$ cat config.mk
export PLATFORM = sky130hd
export DESIGN_NAME = sub_div_combine_4_bit_flat
export DESIGN_NICKNAME = d
export VERILOG_FILES = /design/src/rtl/sub_div_combine_4_bit_pkg.sv /design/src/rtl/sub_div_combine_4_bit_if.sv /design/src/rtl/sub_div_combine_4_bit_div_restore_step.sv /design/src/rtl/sub_div_combine_4_bit.sv /design/src/flat_wrapper.sv
export SDC_FILE = /design/constraint.sdc
export NUM_CORES = 1
export LEC_CHECK = 0
export ABC_AREA = 1
export CAP_MARGIN = 20
export CORE_AREA = 5 5 72 74
export DETAILED_ROUTE_END_ITERATION = 12
export DIE_AREA = 0 0 77 79
export DONT_BUFFER_PORTS = 1
export SLEW_MARGIN = 20
export SYNTH_ARGS = -nofsm -noshare
export SYNTH_HDL_FRONTEND = slang
export SYNTH_SLANG_ARGS = --single-unit
$ cat constraint.sdc
create_clock -name clk -period 2.1 [get_ports clk]
set_input_delay 0.21 -clock clk [delete_from_list [all_inputs] [get_ports clk]]
set_output_delay 0.21 -clock clk [all_outputs]
set_load 0.005 [all_outputs]
$ cat src/rtl/sub_div_combine_4_bit_pkg.sv
// Shared types and constants for the subtract/divide companion block.
package sub_div_combine_4_bit_pkg;

    // Default operand/result width; the divider runs this many iterations.
    localparam int DEF_WIDTH = 4;

    // Quotient reported when the captured divisor is zero.
    localparam logic [DEF_WIDTH-1:0] DIV_BY_ZERO_QUOT = '1;

    // Control states of the iterative divider.
    typedef enum logic [1:0] {
        IDLE = 2'd0,
        DIV  = 2'd1,
        DONE = 2'd2
    } state_t;

endpackage : sub_div_combine_4_bit_pkg

$ cat src/rtl/sub_div_combine_4_bit_if.sv
// Request/result bundle between a requester (master) and the sub/div block (slave).
interface sub_div_combine_4_bit_if
    import sub_div_combine_4_bit_pkg::*;
#(
    parameter int WIDTH = DEF_WIDTH
) ();

    logic             start;
    logic [WIDTH-1:0] a;
    logic [WIDTH-1:0] b;
    logic             busy;
    logic             done;
    logic [WIDTH-1:0] Result_sub;
    logic             Result_borrow;
    logic [WIDTH-1:0] Result_quot;
    logic [WIDTH-1:0] Result_rem;
    logic             div_by_zero;

    modport master (
        output start, a, b,
        input  busy, done, Result_sub, Result_borrow,
               Result_quot, Result_rem, div_by_zero
    );

    modport slave (
        input  start, a, b,
        output busy, done, Result_sub, Result_borrow,
               Result_quot, Result_rem, div_by_zero
    );

endinterface : sub_div_combine_4_bit_if

$ cat src/rtl/sub_div_combine_4_bit_div_restore_step.sv
// One restoring-division step: shift the next dividend bit into the partial
// remainder and subtract the divisor if it fits.
module sub_div_combine_4_bit_div_restore_step
    import sub_div_combine_4_bit_pkg::*;
#(
    parameter int WIDTH = DEF_WIDTH
) (
    input  logic [WIDTH-1:0] rem_i,
    input  logic             bit_i,
    input  logic [WIDTH-1:0] b_i,
    output logic [WIDTH-1:0] rem_o,
    output logic             q_o
);

    logic [WIDTH:0] trial;
    logic [WIDTH:0] diff;

    // The trial value is one bit wider than the remainder; after a successful
    // subtract (or a failed compare) the result always fits back in WIDTH bits.
    always_comb begin
        trial = {rem_i, bit_i};
        diff  = trial - {1'b0, b_i};
        q_o   = (trial >= {1'b0, b_i});
        rem_o = WIDTH'(q_o ? diff : trial);
    end

endmodule : sub_div_combine_4_bit_div_restore_step

$ cat src/rtl/sub_div_combine_4_bit.sv
// Wrapping subtract plus iterative restoring divider (one quotient bit per
// clock) behind a start/busy/done handshake.
module sub_div_combine_4_bit
    import sub_div_combine_4_bit_pkg::*;
#(
    parameter int WIDTH = DEF_WIDTH
) (
    input  logic                   clk,
    input  logic                   rst_n,
    sub_div_combine_4_bit_if.slave bus
);

    localparam int CNT_W = (WIDTH > 1) ? $clog2(WIDTH) : 1;

    state_t           state_q, state_d;
    logic [CNT_W-1:0] cnt_q, cnt_d;
    logic [WIDTH-1:0] a_q, a_d;
    logic [WIDTH-1:0] b_q, b_d;
    // Dividend shifts out at the top while quotient bits shift in at the bottom.
    logic [WIDTH-1:0] dvd_q, dvd_d;
    logic [WIDTH-1:0] acc_q, acc_d;
    logic [WIDTH-1:0] sub_q, sub_d;
    logic             borrow_q, borrow_d;
    logic [WIDTH-1:0] quot_q, quot_d;
    logic [WIDTH-1:0] rem_q, rem_d;
    logic             dbz_q, dbz_d;

    logic [WIDTH-1:0] step_rem;
    logic             step_q;

    sub_div_combine_4_bit_div_restore_step #(.WIDTH(WIDTH)) u_step (
        .rem_i (acc_q),
        .bit_i (dvd_q[WIDTH-1]),
        .b_i   (b_q),
        .rem_o (step_rem),
        .q_o   (step_q)
    );

    // Next-state and datapath update; everything holds unless a state acts on it.
    always_comb begin
        state_d  = state_q;
        cnt_d    = cnt_q;
        a_d      = a_q;
        b_d      = b_q;
        dvd_d    = dvd_q;
        acc_d    = acc_q;
        sub_d    = sub_q;
        borrow_d = borrow_q;
        quot_d   = quot_q;
        rem_d    = rem_q;
        dbz_d    = dbz_q;
        case (state_q)
            IDLE: begin
                if (bus.start) begin
                    a_d      = bus.a;
                    b_d      = bus.b;
                    sub_d    = bus.a - bus.b;
                    borrow_d = (bus.a < bus.b);
                    acc_d    = '0;
                    dvd_d    = bus.a;
                    cnt_d    = CNT_W'(WIDTH - 1);
                    dbz_d    = (bus.b == '0);
                    state_d  = DIV;
                end
            end
            DIV: begin
                acc_d = step_rem;
                dvd_d = {dvd_q[WIDTH-2:0], step_q};
                cnt_d = cnt_q - CNT_W'(1);
                if (cnt_q == '0) begin
                    state_d = DONE;
                    // Divide-by-zero still runs the iterations for fixed timing,
                    // then overrides the results. Replicated so any width gets all ones.
                    quot_d  = dbz_q ? {WIDTH{DIV_BY_ZERO_QUOT[0]}}
                                    : {dvd_q[WIDTH-2:0], step_q};
                    rem_d   = dbz_q ? a_q : step_rem;
                end
            end
            DONE: begin
                state_d = IDLE;
            end
            default: begin
                state_d = IDLE;
            end
        endcase
    end

    // State register; reset aborts any operation in flight.
    always_ff @(posedge clk or negedge rst_n) begin
        if (!rst_n) begin
            state_q <= IDLE;
        end else begin
            state_q <= state_d;
        end
    end

    // Operand, iteration and result registers.
    always_ff @(posedge clk or negedge rst_n) begin
        if (!rst_n) begin
            cnt_q    <= '0;
            a_q      <= '0;
            b_q      <= '0;
            dvd_q    <= '0;
            acc_q    <= '0;
            sub_q    <= '0;
            borrow_q <= 1'b0;
            quot_q   <= '0;
            rem_q    <= '0;
            dbz_q    <= 1'b0;
        end else begin
            cnt_q    <= cnt_d;
            a_q      <= a_d;
            b_q      <= b_d;
            dvd_q    <= dvd_d;
            acc_q    <= acc_d;
            sub_q    <= sub_d;
            borrow_q <= borrow_d;
            quot_q   <= quot_d;
            rem_q    <= rem_d;
            dbz_q    <= dbz_d;
        end
    end

    assign bus.busy          = (state_q != IDLE);
    assign bus.done          = (state_q == DONE);
    assign bus.Result_sub    = sub_q;
    assign bus.Result_borrow = borrow_q;
    assign bus.Result_quot   = quot_q;
    assign bus.Result_rem    = rem_q;
    assign bus.div_by_zero   = dbz_q;

endmodule : sub_div_combine_4_bit

$ cat src/flat_wrapper.sv
// flat-port wrapper written by rule: the top's interface ports become plain ports
module sub_div_combine_4_bit_flat import sub_div_combine_4_bit_pkg::*;
#(
    parameter int WIDTH = DEF_WIDTH
)
  (clk, rst_n, bus_start, bus_a, bus_b, bus_busy, bus_done, bus_Result_sub, bus_Result_borrow, bus_Result_quot, bus_Result_rem, bus_div_by_zero);
  sub_div_combine_4_bit_if #(.WIDTH(WIDTH)) bus_i ();
  input  logic clk;
  input  logic rst_n;
  input wire logic [$bits(bus_i.start)-1:0] bus_start;
  input wire logic [$bits(bus_i.a)-1:0] bus_a;
  input wire logic [$bits(bus_i.b)-1:0] bus_b;
  output wire logic [$bits(bus_i.busy)-1:0] bus_busy;
  output wire logic [$bits(bus_i.done)-1:0] bus_done;
  output wire logic [$bits(bus_i.Result_sub)-1:0] bus_Result_sub;
  output wire logic [$bits(bus_i.Result_borrow)-1:0] bus_Result_borrow;
  output wire logic [$bits(bus_i.Result_quot)-1:0] bus_Result_quot;
  output wire logic [$bits(bus_i.Result_rem)-1:0] bus_Result_rem;
  output wire logic [$bits(bus_i.div_by_zero)-1:0] bus_div_by_zero;
  assign bus_i.start = bus_start;
  assign bus_i.a = bus_a;
  assign bus_i.b = bus_b;
  assign bus_busy = bus_i.busy;
  assign bus_done = bus_i.done;
  assign bus_Result_sub = bus_i.Result_sub;
  assign bus_Result_borrow = bus_i.Result_borrow;
  assign bus_Result_quot = bus_i.Result_quot;
  assign bus_Result_rem = bus_i.Result_rem;
  assign bus_div_by_zero = bus_i.div_by_zero;
  sub_div_combine_4_bit #(.WIDTH(WIDTH)) u_core (.clk(clk), .rst_n(rst_n), .bus(bus_i));
endmodule
==> results by group, run 1 <==
Status
  – Status: completed

Yosys
  – Synth Area per Inst: 8.86 um2
  – Count of different cell masters after synthesis: 31
  – Post-Syn Instances: 195
  – Synth warn: 0
  – Yosys top cell by area: dfrtp_1
  – Syn_nets: 217
  – Dominant cells by area after synthesis: dfrtp_1 49%, nand2_1 12%, ha_1 6.5%, inv_1 5.6%, nand3_1 3.5%
  – Synth Register Bits: 34
  – Seq/Total Area, Yosys: 49.2%
  – Post-synth top area share: 49.2%
  – Mapped Area: 1730 um2

CTS
  – Htree depth: 2
  – Clock sinks: 34
  – Clk_lat worst skew: 280 ps
  – Clock tree buffer depth: 2
  – Number of CTS-inserted buffers: 5
  – CTS root buffer: clkbuf_8
  – CTS clk-pin slew, worst paths: 70 ps
  – CTS tree: yes

Global route
  – GRT Total Usage: 13.4%
  – Met2 usage: 18.4%
  – Most used routing layer: met1
  – First-pass GRT wire length: 6.42 mm
  – GR Layer Usage met1: 18.7%
  – GR Overflow Total: 0
  – Initial antenna violation count: 0
  – M3 GR Usage: 6.01%
  – Vias in the first global route: 1,270
  – Largest net degree at the start of global routing: 35

Floorplanning
  – Site row count: 25
  – Core ar.: 4540 um2
  – Horiz. Die Dim: 77 um
  – I/O pin count: 27
  – Initial core utilization: 38.1%
  – Die height: 79 um
  – Die area: 6080 um2

Placement
  – Port-buffer cells: 0
  – DP HPWL: 2.65 mm
  – Placement Setup Slack: 470 ps
  – Final estimated routing congestion in global placement: 0.867

Drt
  – Wirelength, routed: 3.50 mm
  – DR vias/cell: 4.74
  – DRC: 0
  – ANT nets after route: 0
  – First-pass DRT Iterations: 7
  – Vias: 1,218
  – Avg WL per Cell: 13.6 um
  – DR iter-0 viols: 96

Timing
  – Max-slew violations: 0
  – Final Setup Violations: 0
  – RSZ-0062 raised after global routing: no
  – Hold_ws: 95.9 ps
  – Least-Margin Pin Slew: 333 ps
  – Final WS setup: 472 ps
  – Min cycle time layout: 1630 ps
  – Clock Skew: 4.62 ps
  – Sum of negative setup slack: 0 ps
  – Final Hold Viols: 0
  – Fmax: 0.614 GHz
  – Final worst-path cycle share: 77.5%
  – Slew headroom: 77.7%

Min path
  – Hold endpoint: u_core.a_q[0]$_DFFE_PN0P_
  – WHS Path Cells: 2
  – Hold Crit Class: in2reg
  – Hold Startpoint: bus_a[0]

Worst setup path
  – Setup Crit Path Kind: reg2reg
  – CP Capture Type: flop
  – Reg2reg setup slack: 470 ps
  – Critical Path RT: 2280 ps
  – Critical R2R Capture: u_core.bus.Result_rem[2]$_DFFE_PN0P_
  – Startpoint Class: flop
  – Worst Path Max Fanout: 2
  – Arr. time, crit path: 1810 ps
  – Reg2Reg Depth: 9
  – Reg-to-Reg Start: u_core.dvd_q[3]$_DFFE_PN0P_

Final layout
  – Register area: 851 um2
  – Fraction of layout cells with a size suffix above 1: 12.8%
  – Commonest non-fill, non-tap cell in the layout: nand2_1
  – Nets@finish: 224
  – Area grow syn2layout: 10.2%
  – N_diodes: 0
  – Most frequent cells in the layout: 55 x nand2_1, 34 x dfrtp_1, 26 x inv_1
  – Post-layout util: 42.0%
  – Fill cells: 457
  – Footprint of the multi-input gates: 744 um2

Job
  – Max-cap violations: 0

Power and ir drop
  – PD cells: 1690 nW/um2
  – Worst vdd ir: 0.489 mV
  – Leakage power: 0.993 nW
## cell type report
class / count / share of cell area (%)
Timing Repair Buffer: 2 / 1.58
Inverter: 32 / 6.31
Sequential cell: 34 / 44.7
Clock inverter: 1 / 0.263
Multi-Input combinational cell: 127 / 39.1
Clock buffer: 7 / 4.53
Tap cell: 54 / 3.55
## synthesized netlist by cell type (all sizes together)
master,count
a21oi,7
a22oi,1
a2bb2oi,2
buf,2
clkinv,1
dfrtp,34
fa,2
ha,9
inv,31
nand2,64
nand3,13
nor2,4
o211ai,3
o21a,1
o21ai,12
o221ai,1
o22a,1
o22ai,2
o31ai,1
or2,1
xnor2,1
xor2,2
## power by group
| part | internal [mW] | leakage, nW | switching, mW | total, mW |
|---|---|---|---|---|
| clock | 0.264 | 0.0482 | 0.233 | 0.497 |
| combinational | 0.573 | 0.533 | 0.982 | 1.56 |
| sequential | 0.969 | 0.412 | 0.195 | 1.16 |
## flip-flops by register name (all words and copies together), names as in the netlist, 4 cells and up
signal / count
u_core.b_q: 4
u_core.bus.Result_rem: 4
u_core.bus.Result_quot: 4
u_core.a_q: 4
u_core.bus.Result_sub: 4
u_core.dvd_q: 4
u_core.acc_q: 4
## worst max-delay path, cell delays in order (launching register included)
cell and delay (ps):
dfrtp_1 370, inv_1 70, ha_1 160, inv_1 70
fa_1 430, xor2_1 180, nand2_2 80, nand3_1 60
nand2_1 60, nand2_1 40
## worst max path at each step
| stage | to | slack (ps) | startpoint |
|---|---|---|---|
| detailed placement | u_core.bus.Result_rem[2]$_DFFE_PN0P_ | 470 | u_core.dvd_q[3]$_DFFE_PN0P_ |
| global route | u_core.bus.Result_rem[2]$_DFFE_PN0P_ | 300 | u_core.dvd_q[3]$_DFFE_PN0P_ |
| CTS | u_core.bus.Result_rem[2]$_DFFE_PN0P_ | 450 | u_core.dvd_q[3]$_DFFE_PN0P_ |
| floorplan | u_core.bus.Result_rem[2]$_DFFE_PN0P_ | 540 | u_core.dvd_q[3]$_DFFE_PN0P_ |
| global placement | u_core.bus.Result_rem[2]$_DFFE_PN0P_ | 490 | u_core.dvd_q[3]$_DFFE_PN0P_ |
| finish | u_core.bus.Result_rem[2]$_DFFE_PN0P_ | 470 | u_core.dvd_q[3]$_DFFE_PN0P_ |
## logic make-up (layout without fill, tap and decap cells)
| group | after synthesis | after routing | synth area share (%) |
|---|---|---|---|
| xor+xnor | 3 | 3 | 1.52 |
| compound gates | 31 | 31 | 11.1 |
| fa+ha+maj | 11 | 11 | 8.83 |
| buf+inv | 34 | 42 | 7.68 |
| flops | 34 | 34 | 49.2 |
| simple gates | 82 | 82 | 21.7 |
## repair_timing
action,in CTS,in global routing
endpoints found under the hold margin,34,0
resized for setup,0,0
hold buffers,2,0
setup buffers,0,0
## metrics by stage
stage	power [mW]	std cells	instance area, um2
after global placement	2.72	247	1780
after CTS	3.28	257	1900
final	3.22	257	1900
after detailed placement	2.74	247	1780
after floorplan	2.42	195	1730
after global routing	3.60	257	1900
## layer usage
layer	routed length [um]	vias up
met2	1500	26
li1	-	641
met1	1760	549
met5	0	-
met3	218	2
met4	14	0
(Power assumes the default switching activity.)
==> run 2: changes to the inputs <==
==> constraint.sdc (replaced) <==
create_clock -name clk -period 1.6 [get_ports clk]
set_input_delay 0.16 -clock clk [delete_from_list [all_inputs] [get_ports clk]]
set_output_delay 0.16 -clock clk [all_outputs]
set_load 0.005 [all_outputs]
==> run 2 against run 1 <==
  * Combinational power grew 72%
  * Non-clock buffer count up 13
  * Via count grew 5.9%
  * Critical path type unchanged
  * Highest routed layer unchanged
  * Sequential power grew 32%
  * Register-to-register slack got worse by 400 ps
  * Flip-flop and latch count unchanged
==> results by group, run 2 (same netlist as run 1, synthesis figures left out) <==
Drt
  – First-pass DRT Iterations: 4 (was 7)
  – DR vias/cell: 4.80 (was 4.74)
  – Vias: 1,290 (was 1,218)
  – ANT nets after route: 0 (unchanged)
  – DR iter-0 viols: 100 (was 96)
  – Avg WL per Cell: 13.9 um (was 13.6 um)
  – Wirelength, routed: 3.73 mm (was 3.50 mm)
  – DRC: 0 (unchanged)

Floorplanning
  – Horiz. Die Dim: 77 um (unchanged)
  – I/O pin count: 27 (unchanged)
  – Initial core utilization: 38.1% (unchanged)
  – Die area: 6080 um2 (unchanged)
  – Site row count: 25 (unchanged)
  – Die height: 79 um (unchanged)
  – Core ar.: 4540 um2 (unchanged)

Worst setup path
  – Setup Crit Path Kind: reg2reg (unchanged)
  – Worst Path Max Fanout: 2 (unchanged)
  – CP Capture Type: flop (unchanged)
  – Critical Path RT: 1770 ps (was 2280 ps)
  – Arr. time, crit path: 1690 ps (was 1810 ps)
  – Startpoint Class: flop (unchanged)

CTS
  – CTS root buffer: clkbuf_8 (unchanged)
  – Htree depth: 2 (unchanged)
  – Clock sinks: 34 (unchanged)
  – Clock tree buffer depth: 2 (unchanged)
  – Clk_lat worst skew: 280 ps (about the same)
  – Number of CTS-inserted buffers: 5 (unchanged)
  – CTS tree: yes (unchanged)
  – CTS clk-pin slew, worst paths: 70 ps (about the same)

Final layout
  – N_diodes: 0 (unchanged)
  – Fill cells: 421 (was 457)
  – Cell Count, Final, Fillers Out: 269 (was 257)
  – Commonest non-fill, non-tap cell in the layout: nand2_1 (unchanged)
  – Most frequent cells in the layout: 55 x nand2_1, 34 x dfrtp_1, 21 x inv_1 (was 55 x nand2_1, 34 x dfrtp_1, 26 x inv_1)
  – Register area: 851 um2 (unchanged)
  – Nets@finish: 237 (was 224)
  – Area grow syn2layout: 20.0% (was 10.2%)
  – Fraction of layout cells with a size suffix above 1: 24.2% (was 12.8%)
  – Footprint of the multi-input gates: 827 um2 (was 744 um2)

Timing
  – Sum of negative setup slack: 0 ps (unchanged)
  – Hold_ws: 48.3 ps (was 95.9 ps)
  – Final Setup Violations: 0 (unchanged)
  – Slew headroom: 76.5% (was 77.7%)
  – Final worst-path cycle share: 95.2% (was 77.5%)
  – RSZ-0062 raised after global routing: yes (was no)
  – Fmax: 0.656 GHz (was 0.614 GHz)
  – Max-slew violations: 0 (unchanged)
  – Clock Skew: 8.70 ps (was 4.62 ps)
  – Least-Margin Pin Slew: 351 ps (was 333 ps)
  – Final Hold Viols: 0 (unchanged)
  – Min cycle time layout: 1520 ps (was 1630 ps)

Job
  – Max-cap violations: 0 (unchanged)

Global route
  – GRT Total Usage: 13.2% (was 13.4%)
  – Initial antenna violation count: 0 (unchanged)
  – Largest net degree at the start of global routing: 35 (unchanged)
  – First-pass GRT wire length: 6.43 mm (was 6.42 mm)
  – GR Overflow Total: 0 (unchanged)
  – Vias in the first global route: 1,321 (was 1,270)

Placement
  – Final estimated routing congestion in global placement: 0.844 (was 0.867)
  – Port-buffer cells: 0 (unchanged)
  – Placed cells: 254 (was 247)
  – DP HPWL: 2.72 mm (was 2.65 mm)

Status
  – Status: completed (unchanged)

Power and ir drop
  – Final total power: 4.83 mW (was 3.22 mW)
  – Worst vdd ir: 0.824 mV (was 0.489 mV)
  – PD cells: 2330 nW/um2 (was 1690 nW/um2)
  – Leakage power: 1.06 nW (was 0.993 nW)

Min path
  – Hold Crit Class: in2reg (unchanged)
run 2: cell count changes in the layout (fill, tap and decap cells not counted), moves of 2 or more:
| cell | delta |
|---|---|
| buf_4 | +13 |
| inv_2 | +6 |
| inv_1 | -5 |
| ha_1 | -3 |
| ha_4 | +3 |
| nand2_2 | -2 |
| nand3_1 | -2 |
| nand3_2 | +2 |
run 2: final timing paths:
| path | to | cells after the start | from | slack (ps) |
|---|---|---|---|---|
| hold reg to reg | u_core.b_q[3]$_DFFE_PN0P_ | 2 | u_core.b_q[3]$_DFFE_PN0P_ | 500 |
| setup reg to reg | u_core.bus.Result_rem[2]$_DFFE_PN0P_ | 9 | u_core.dvd_q[3]$_DFFE_PN0P_ | 80 |
| max in group asynchronous | u_core.bus.Result_quot[2]$_DFFE_PN0P_ | 2 | rst_n | 1060 |
| min in group asynchronous | u_core.a_q[2]$_DFFE_PN0P_ | 2 | rst_n | 360 |
| setup / recovery | u_core.bus.Result_rem[2]$_DFFE_PN0P_ | 9 | u_core.dvd_q[3]$_DFFE_PN0P_ | 80 |
| hold / removal | u_core.a_q[3]$_DFFE_PN0P_ | 2 | bus_a[3] | 50 |
run 2: power breakdown:
part,switching (mW),internal (mW),leakage [nW]
Sequential,0.263,1.27,0.412
Combinational,1.56,1.14,0.613
Clock,0.304,0.298,0.0373
run 2: cell type report:
cell class / instances / share of cell area (%)
flip-flops and latches: 34 / 41.0
multi-input cells: 127 / 39.9
repair buffers: 15 / 6.16
inverters: 32 / 5.79
clock buffers: 6 / 3.50
well taps: 54 / 3.26
clock inverters: 1 / 0.362
run 2: critical path, stage by stage (launching register included):
cell and delay, ps:
dfrtp_1 400, inv_2 80, ha_4 140, inv_2 40
fa_2 350, xor2_2 150, nand2_2 70, nand3_1 60
nand2_1 70, nand2_1 40
run 2: what timing repair did:
action	CTS	global route
gates resized for setup	3	15
buffers inserted	1	5
endpoints found under the hold margin	34	0
hold buffers	2	0
pin swaps	0	7
endpoints found under the setup margin	2	8
run 2: per-stage QoR:
stage	setup slack, ps	utilization, %	instance area, um2
3_5_place_dp	-34.8	40.5	1840
4_1_cts	1.75	43.2	1960
3_3_place_gp	-4.11	40.5	1840
5_1_grt	-15.1	45.7	2070
2_1_floorplan	39.6	-	1730
6_report	76.4	45.7	2070
run 2: routing by layer:
layer	wire length (um)	vias up	track usage (%)
met5	0	-	0
met4	59	0	3.78
met3	215	7	4.76
met2	1630	25	18.6
met1	1820	598	18.9
li1	-	660	-
==> run 3: changes to the inputs <==
--- a/config.mk
+++ b/config.mk
@@ -7,10 +7,12 @@
 export LEC_CHECK = 0
 export ABC_AREA = 1
 export CAP_MARGIN = 20
-export CORE_AREA = 5 5 72 74
+export CORE_AREA = 2 2 69 71
 export DETAILED_ROUTE_END_ITERATION = 12
-export DIE_AREA = 0 0 77 79
+export DIE_AREA = 0 0 71 73
 export DONT_BUFFER_PORTS = 1
+export PLACE_DENSITY_LB_ADDON = 0.15
+export REMOVE_ABC_BUFFERS = 1
 export SLEW_MARGIN = 20
 export SYNTH_ARGS = -nofsm -noshare
 export SYNTH_HDL_FRONTEND = slang
==> run 3 against run 2 <==
  * Sequential share of layout area shrank 1.1 points
  * Clock power grew 33%
  * Count of clock-buffer cells in the layout is the same
  * Utilization grew 1.3 points
  * Critical endpoint unchanged
==> results by group, run 3 (same netlist as run 1, synthesis figures left out) <==
Worst setup path
  – Max incr delay on CP: 400 ps (about the same)
  – Startpoint Class: flop (unchanged)
  – Reg2reg setup slack: 40 ps (was 80 ps)
  – Worst-path cell chain: inv_2 -> ha_4 -> inv_2 -> fa_2 -> xor2_1 -> nand2_2 -> nand3_2 -> nand2_1 -> nand2_1 (was inv_2 -> ha_4 -> inv_2 -> fa_2 -> xor2_2 -> nand2_2 -> nand3_1 -> nand2_1 -> nand2_1)
  – Worst Path Max Fanout: 2 (unchanged)
  – Bufs and invs on worst path: 2 (unchanged)
  – CP Capture Type: flop (unchanged)
  – Arr. time, crit path: 1740 ps (was 1690 ps)
  – Critical Path RT: 1780 ps (was 1770 ps)
  – Reg-to-Reg Start: u_core.dvd_q[3]$_DFFE_PN0P_ (unchanged)
  – Setup Crit Path Kind: reg2reg (unchanged)
  – Crit. Startpoint: u_core.dvd_q[3]$_DFFE_PN0P_ (unchanged)
  – CP top delay family: adder cells (unchanged)
  – Slowest CP cell: dfrtp_1 (unchanged)

Global route
  – Vias in the first global route: 1,348 (was 1,321)
  – GR Overflow Total: 0 (unchanged)
  – GRT Total Usage: 16.0% (was 13.2%)
  – First-pass GRT wire length: 6.32 mm (was 6.43 mm)
  – Largest net degree at the start of global routing: 35 (unchanged)
  – Initial antenna violation count: 0 (unchanged)

Timing
  – Max-slew violations: 0 (unchanged)
  – Sum of negative setup slack: 0 ps (unchanged)
  – Fmax: 0.642 GHz (was 0.656 GHz)
  – Least-Margin Pin Slew: 486 ps (was 351 ps)
  – Final worst-path cycle share: 97.3% (was 95.2%)
  – Clock Skew: 5.31 ps (was 8.70 ps)
  – Final Hold Viols: 0 (unchanged)
  – Final Setup Violations: 0 (unchanged)
  – Final WS setup: 42.6 ps (was 76.4 ps)
  – Min cycle time layout: 1560 ps (was 1520 ps)
  – Hold_ws: 43.5 ps (was 48.3 ps)
  – RSZ-0062 raised after global routing: yes (unchanged)
  – Slew headroom: 67.6% (was 76.5%)

Drt
  – Avg WL per Cell: 14.4 um (was 13.9 um)
  – DRC: 0 (unchanged)
  – First-pass DRT Iterations: 4 (unchanged)
  – Vias: 1,339 (was 1,290)
  – Wirelength, routed: 3.86 mm (was 3.73 mm)
  – DR iter-0 viols: 52 (was 100)
  – ANT nets after route: 0 (unchanged)
  – DR vias/cell: 5.00 (was 4.80)

Job
  – Max-cap violations: 0 (unchanged)

Power and ir drop
  – Worst vdd ir: 0.682 mV (was 0.824 mV)
  – PD cells: 2430 nW/um2 (was 2330 nW/um2)
  – Internal power: 2.98 mW (was 2.71 mW)
  – Sw frac: 42.6% (was 43.9%)
  – Leakage power: 1.08 nW (was 1.06 nW)
  – Clk network pwr share: 15.5% (was 12.5%)
  – Comb power frac: 54.8% (was 55.8%)
  – Final total power: 5.19 mW (was 4.83 mW)
  – Sequential power share: 29.8% (was 31.8%)
  – Sw power: 2.21 mW (was 2.12 mW)

Final layout
  – Design area: 2130 um2 (was 2070 um2)
  – Fill cells: 413 (was 421)
  – Nets@finish: 236 (was 237)
  – Cell Count, Final, Fillers Out: 268 (was 269)
  – Post-layout util: 47.0% (was 45.7%)
  – Commonest non-fill, non-tap cell in the layout: nand2_1 (unchanged)
  – Most frequent cells in the layout: 51 x nand2_1, 33 x dfrtp_1, 21 x inv_1 (was 55 x nand2_1, 34 x dfrtp_1, 21 x inv_1)
  – Fraction of layout cells with a size suffix above 1: 27.6% (was 24.2%)
  – Area grow syn2layout: 23.5% (was 20.0%)
  – N_diodes: 0 (unchanged)

Placement
  – Final estimated routing congestion in global placement: 0.813 (was 0.844)
  – Placed cells: 251 (was 254)
  – Placed inst area: 1810 um2 (was 1840 um2)
  – Port-buffer cells: 0 (unchanged)
  – DP HPWL: 2.74 mm (was 2.72 mm)
  – Placement Setup Slack: -71.7 ps (was -34.8 ps)

Floorplanning
  – Site row count: 25 (unchanged)
  – Initial core utilization: 38.1% (unchanged)
  – Core ar.: 4540 um2 (unchanged)
  – I/O pin count: 27 (unchanged)
  – Die area: 5180 um2 (was 6080 um2)
  – Horiz. Die Dim: 71 um (was 77 um)
  – Die height: 73 um (was 79 um)

CTS
  – Clock sinks: 34 (unchanged)
  – Clock tree buffer depth: 2 (unchanged)
  – Htree depth: 2 (unchanged)
  – CTS tree: yes (unchanged)
  – Number of CTS-inserted buffers: 5 (unchanged)
  – Clk_lat worst skew: 290 ps (was 280 ps)
  – CTS root buffer: clkbuf_8 (unchanged)
  – CTS clk-pin slew, worst paths: 70 ps (about the same)

Min path
  – Hold Startpoint: bus_a[0] (was bus_a[3])
  – Hold Crit Class: in2reg (unchanged)

Status
  – Status: completed (unchanged)
-- run 3: area by class of cell --
cell class | count | area [um2] | area share [%]
Inverter | 32 | 123 | 5.75
Tap cell | 54 | 67.6 | 3.17
Sequential cell | 34 | 852 | 39.9
Clock buffer | 6 | 82.6 | 3.87
Multi-Input combinational cell | 127 | 855 | 40.1
Clock inverter | 1 | 30.0 | 1.41
Timing Repair Buffer | 14 | 124 | 5.81
-- run 3: repair_timing --
item                                    CTS  global route
endpoints found under the setup margin    5             8
endpoints found under the hold margin    34             0
gates resized for setup                   6            22
buffers inserted                          1             7
pin swaps                                 1            12
hold buffers                              2             0
-- run 3: path summary, 6_finish.rpt --
path,to,cells after the start
setup / recovery,u_core.bus.Result_rem[2]$_DFFE_PN0P_,9
setup reg to reg,u_core.bus.Result_rem[2]$_DFFE_PN0P_,9
max in group asynchronous,u_core.acc_q[1]$_DFFE_PN0P_,2
hold / removal,u_core.a_q[0]$_DFFE_PN0P_,2
hold reg to reg,u_core.b_q[3]$_DFFE_PN0P_,2
min in group asynchronous,u_core.acc_q[1]$_DFFE_PN0P_,2
-- run 3: power groups by stage --
stage	clock, mW	sequential, mW	combinational [mW]
after floorplan	0	1.48	1.69
after global placement	0	1.53	2.11
after detailed placement	0	1.53	2.17
after CTS	0.818	1.53	2.27
after global routing	0.859	1.59	3.19
final	0.802	1.54	2.84
-- run 3: layer usage --
layer	wire length (um)	GRT usage (%)
met5	0	0
met4	92	6.08
met3	277	6.63
met2	1780	24.9
met1	1710	20.1
